$ cat src/rtl/bcd_display_scanner_pkg.sv
// Shared constants for the packed 3-digit BCD path and its 7-segment display.
// Digit field positions are common to the incrementor, the scanner and benches.
package bcd_display_scanner_pkg;

   localparam int BCD_W = 4;

   localparam int UNITS_LSB = 0;
   localparam int TENS_LSB  = 4;
   localparam int HUNDS_LSB = 8;

   localparam logic [1:0] DIG_UNITS = 2'd0;
   localparam logic [1:0] DIG_TENS  = 2'd1;
   localparam logic [1:0] DIG_HUNDS = 2'd2;

   // Active-low {g,f,e,d,c,b,a}
   localparam logic [6:0] SEG_0     = 7'h40;
   localparam logic [6:0] SEG_1     = 7'h79;
   localparam logic [6:0] SEG_2     = 7'h24;
   localparam logic [6:0] SEG_3     = 7'h30;
   localparam logic [6:0] SEG_4     = 7'h19;
   localparam logic [6:0] SEG_5     = 7'h12;
   localparam logic [6:0] SEG_6     = 7'h02;
   localparam logic [6:0] SEG_7     = 7'h78;
   localparam logic [6:0] SEG_8     = 7'h00;
   localparam logic [6:0] SEG_9     = 7'h10;
   localparam logic [6:0] SEG_DASH  = 7'h3F;
   localparam logic [6:0] SEG_BLANK = 7'h7F;

endpackage

$ cat src/rtl/bcd_display_scanner_bcd_to_seg7.sv
// One BCD nibble to an active-low 7-segment pattern.
// Non-decimal nibbles show a dash so a corrupt digit is visible.
module bcd_to_seg7
   import bcd_display_scanner_pkg::*;
(
   input  logic [BCD_W-1:0] nib,
   input  logic             blank,
   output logic [6:0]       seg
);

   always_comb begin
      seg = SEG_DASH;
      if (blank) begin
         seg = SEG_BLANK;
      end else begin
         case (nib)
            4'd0:    seg = SEG_0;
            4'd1:    seg = SEG_1;
            4'd2:    seg = SEG_2;
            4'd3:    seg = SEG_3;
            4'd4:    seg = SEG_4;
            4'd5:    seg = SEG_5;
            4'd6:    seg = SEG_6;
            4'd7:    seg = SEG_7;
            4'd8:    seg = SEG_8;
            4'd9:    seg = SEG_9;
            default: seg = SEG_DASH;
         endcase
      end
   end

endmodule

$ cat src/rtl/bcd_display_scanner.sv
// Shadow-buffered, frame-synchronous scanner for a 3-digit 7-segment display.
// Loaded values reach the display only when the digit index wraps to 0.
module bcd_display_scanner
   import bcd_display_scanner_pkg::*;
#(
   parameter int DIGITS      = 3,
   parameter int REFRESH_DIV = 50000
) (
   input  logic        clk,
   input  logic        reset,
   input  logic [11:0] bcd_in,
   input  logic        load,
   input  logic        lz_en,
   output logic [6:0]  seg,
   output logic [2:0]  an,
   output logic        frame_start,
   output logic        pending
);

   localparam int CW = (REFRESH_DIV > 2) ? $clog2(REFRESH_DIV) : 1;

   logic [CW-1:0]    cnt;
   logic [1:0]       idx;
   logic [11:0]      shadow;
   logic [11:0]      disp;
   logic             tc;
   logic             wrap;
   logic [BCD_W-1:0] hund;
   logic [BCD_W-1:0] tens;
   logic [BCD_W-1:0] nib;
   logic             blank;
   logic [6:0]       seg_next;

   assign tc   = (cnt == CW'(REFRESH_DIV - 1));
   assign wrap = tc && (idx == 2'(DIGITS - 1));
   assign hund = disp[HUNDS_LSB +: BCD_W];
   assign tens = disp[TENS_LSB +: BCD_W];

   // Only an exact zero blanks; an invalid nibble still shows its dash.
   always_comb begin
      nib   = disp[UNITS_LSB +: BCD_W];
      blank = 1'b0;
      unique case (1'b1)
         (idx == DIG_TENS): begin
            nib   = tens;
            blank = lz_en && (hund == 4'd0) && (tens == 4'd0);
         end
         (idx == DIG_HUNDS): begin
            nib   = hund;
            blank = lz_en && (hund == 4'd0);
         end
         default: begin
            nib   = disp[UNITS_LSB +: BCD_W];
            blank = 1'b0;
         end
      endcase
   end

   bcd_to_seg7 u_dec (
      .nib   (nib),
      .blank (blank),
      .seg   (seg_next)
   );

   always_ff @(posedge clk) begin
      if (reset) begin
         cnt         <= '0;
         idx         <= DIG_UNITS;
         shadow      <= '0;
         disp        <= '0;
         pending     <= 1'b0;
         seg         <= SEG_BLANK;
         an          <= 3'b111;
         frame_start <= 1'b0;
      end else begin
         cnt <= tc ? '0 : cnt + 1'b1;
         if (tc) begin
            idx <= wrap ? DIG_UNITS : idx + 2'd1;
         end
         if (load) begin
            shadow <= bcd_in;
         end
         // Commit uses the pre-edge shadow; a coincident load waits a frame.
         if (wrap && pending) begin
            disp <= shadow;
         end
         if (load) begin
            pending <= 1'b1;
         end else if (wrap) begin
            pending <= 1'b0;
         end
         seg         <= seg_next;
         an          <= ~(3'b001 << idx);
         frame_start <= (cnt == '0) && (idx == DIG_UNITS);
      end
   end

endmodule

$ cat config.mk
export PLATFORM = sky130hd
export DESIGN_NAME = bcd_display_scanner
export DESIGN_NICKNAME = d
export VERILOG_FILES = /design/src/rtl/bcd_display_scanner_pkg.sv /design/src/rtl/bcd_display_scanner_bcd_to_seg7.sv /design/src/rtl/bcd_display_scanner.sv
export SDC_FILE = /design/constraint.sdc
export NUM_CORES = 1
export LEC_CHECK = 0
export BUFFER_PORTS_ARGS = -buffer_cell sky130_fd_sc_hd__clkbuf_2
export CAP_MARGIN = 20
export CORE_MARGIN = 2
export CORE_UTILIZATION = 52
export CTS_CLUSTER_DIAMETER = 120
export DETAILED_ROUTE_END_ITERATION = 16
export PLACE_DENSITY = 0.75
export SYNTH_ARGS = -nofsm -noshare
export SYNTH_HDL_FRONTEND = slang
export SYNTH_SLANG_ARGS = --single-unit
$ cat constraint.sdc
create_clock -name clk -period 2.05 [get_ports clk]
set_clock_uncertainty 0.05 [all_clocks]
set_input_delay 0.615 -clock clk [delete_from_list [all_inputs] [get_ports clk]]
set_output_delay 0.615 -clock clk [all_outputs]
set_load 0.005 [all_outputs]
==> impl_metrics.json <==
{
  "status": "finished clean",
  "synthCells": 272,
  "grt_pass1_vias": 1907,
  "r2r_slack_ns": 0.08,
  "grt_usage": 0.201,
  "syn_nets": 297,
  "wire_per_inst_um": 13.6,
  "p_per_area_nw_per_um2": 613,
  "avgViaCountPerCell": 5.75,
  "synth.avg_cell_area_um2": 9.05,
  "slew_headroom": 0.628,
  "intPower_mw": 1.37,
  "synth.ff_latch_count": 54,
  "hold_class": "register to register",
  "cts_root_buffer": "clkbuf_8",
  "die_x_um": 72.8,
  "fin_nets": 338,
  "numCtsBuffers": 5,
  "pre_cts_ws_ns": 0.0213,
  "critPathKind": "register to register",
  "antenna_cells": 0,
  "p_leak_nw": 1.13,
  "ir_drop_mv": 0.345,
  "drc": 0,
  "crit_fanout": 15,
  "core_area_um2": 4630,
  "hold_buffers": 0,
  "netSwitchingFraction": 0.227,
  "critical_path_required_ns": 2.20,
  "fin_ws_ns": 0.0817,
  "synth_top_flop_cell": "dfxtp_1",
  "ios": 28,
  "final_core_util": 0.622,
  "ys_seq_area_frac": 0.439,
  "holdWs_ns": 0.436,
  "clkLatencyLatePin_ns": 0.31,
  "end_kind": "register",
  "grt_pass1_wl_um": 8340,
  "fin_crit_ns": 1.97,
  "vias": 2110,
  "port_buffers": 27,
  "cts_max_level": 2,
  "routed_wl_um": 4990,
  "critPathBufInv": 1,
  "crit_arrival_ns": 2.11,
  "clkPwrFrac": 0.318,
  "hold_viol": 0,
  "clk_pin_slew_ns": 0.09,
  "drt_iter0_drc": 162,
  "ant_nets": 0,
  "synthToLayoutAreaGrowth_pct": 17.0,
  "async_reset_ff_frac": 0,
  "grt-ovfl-total": 0,
  "crit_chain": "or4_1 > or4_4 > buf_12 > o31ai_1 > a21oi_1",
  "die_h_um": 72.8,
  "grt_start_max_net_pins": 18,
  "rsz0062_at_grt": "false",
  "tritoncts": "done",
  "startpoint_type": "register",
  "p_sw_uw": 401,
  "p_seq_frac": 0.619,
  "maxCapViolCount": 0,
  "die_area_um2": 5300,
  "finalSetupViolCount": 0,
  "initial_core_util": 0.532,
  "clk_path_buf_depth": 2,
  "yosysUniqueCellTypes": 40,
  "power_frac_comb": 0.063,
  "gp_congestion": 0.884,
  "fmax_ghz": 0.508,
  "layout-drive-gt1-share": 0.233,
  "syn_area_um2": 2460,
  "firstDrtPassIters": 5,
  "max_stage_delay_ns": 0.53,
  "tns_ns": 0,
  "slew_viol_final": 0,
  "post-route-period-util": 0.960,
  "rows": 25,
  "stdcell_count": 367,
  "yosys_warnings": 0,
  "synth-edff-count": 0,
  "tightest_slew_ns": 0.557,
  "clock_sinks": 54,
  "crit_slowest_cell": "or4_1",
  "hpwl_um": 3610,
  "place_inst": 360,
  "antenna_found_initial": 0,
  "crit_family": "simple AND/OR/NAND/NOR gates"
}
-- final timing paths --
kind                                 from  endpoint  depth (start not counted)
worst max-delay path               cnt[4]   disp[8]                          5
worst min register to register  shadow[3]   disp[3]                          2
worst min-delay path            shadow[3]   disp[3]                          2
worst max register to register     cnt[4]   disp[8]                          5
-- routing by layer --
metal,vias to the layer above,track usage,part of all wire
met5,-,0,0
met4,0,0.0720,0.012
met3,4,0.0539,0.060
met2,75,0.311,0.46
met1,974,0.271,0.47
li1,1057,-,-
-- cell families (layout without fill, tap and decap cells) --
kind of cell    count (synthesis)  after routing  share of synthesized area
compound gates                 58             58                      0.171
xor+xnor                       12             12                     0.0427
fa+ha+maj                       9              9                     0.0458
buf+inv                        31             72                     0.0539
flops                          54             54                      0.439
mux                            12             12                     0.0488
simple gates                   96             96                      0.199
-- Yosys cell counts (3+ instances only) --
cell	n	area, um2
dfxtp_1	54	1080
nor2_1	34	128
a21oi_1	22	110
nand4_1	21	131
inv_1	13	48.8
clkbuf_1	12	45.0
mux2i_1	12	120
xnor2_1	11	96.3
ha_1	9	113
nand3_1	8	40.0
nor3_1	8	40.0
o31ai_2	8	100
nand2_1	6	22.5
o21ai_0	6	30.0
o31ai_1	5	37.5
a21o_1	4	30.0
a22oi_1	4	30.0
nand2b_1	3	18.8
nor4_1	3	18.8
or3_1	3	18.8
or4_1	3	22.5
-- per-stage QoR --
stage | power [mW] | area [um2]
3_5_place_dp | 1.23 | 2790
3_3_place_gp | 1.23 | 2790
4_1_cts | 1.78 | 2870
6_report | 1.77 | 2880
5_1_grt | 1.84 | 2880
2_1_floorplan | 1.18 | 2470
-- state kept, by name (all words and copies together), names as in the netlist --
| signal | count |
|---|---|
| an | 3 |
| cnt | 16 |
| disp | 12 |
| frame_start | 1 |
| idx | 2 |
| pending | 1 |
| seg | 7 |
| shadow | 12 |
-- worst min-delay path, delay by kind of cell (launching register included) --
family / cells / cell delay (ns)
DFF: 1 / 0.32
AOI/OAI and AO/OA: 1 / 0.06
and+or+nand+nor: 1 / 0.06
-- power groups by stage --
stage,clock network [mW],logic (mW),registers (mW)
after floorplan,0,0.0655,1.12
after global placement,0,0.110,1.12
after detailed placement,0,0.112,1.12
after CTS,0.575,0.112,1.09
after global routing,0.616,0.129,1.10
final,0.562,0.112,1.09
-- layout by cell type (no fill, tap or decap), drive strengths merged, types with 8 or more instances in the layout --
master  netlist  routed
a21oi        22      22
inv          13      13
dfxtp        54      54
buf           5      24
clkbuf       12      32
xnor2        11      11
o31ai        13      13
nor3          8       8
nor2         34      34
mux2i        12      12
nand4        21      21
nand3         8       8
ha            9       9
-- repair_timing --
action,CTS,global route
setup endpoints to repair,0,14
setup buffers,0,0
resized for setup,0,2
-- layout make-up --
type | count | area [um2]
Clock buffer | 5 | 68.8
Clock inverter | 2 | 10.0
Fill cell | 416 | 1750
Inverter | 14 | 52.6
Multi-Input combinational cell | 187 | 1260
Sequential cell | 54 | 1080
Tap cell | 54 | 67.6
Timing Repair Buffer | 51 | 340
(Power assumes the default switching activity.)
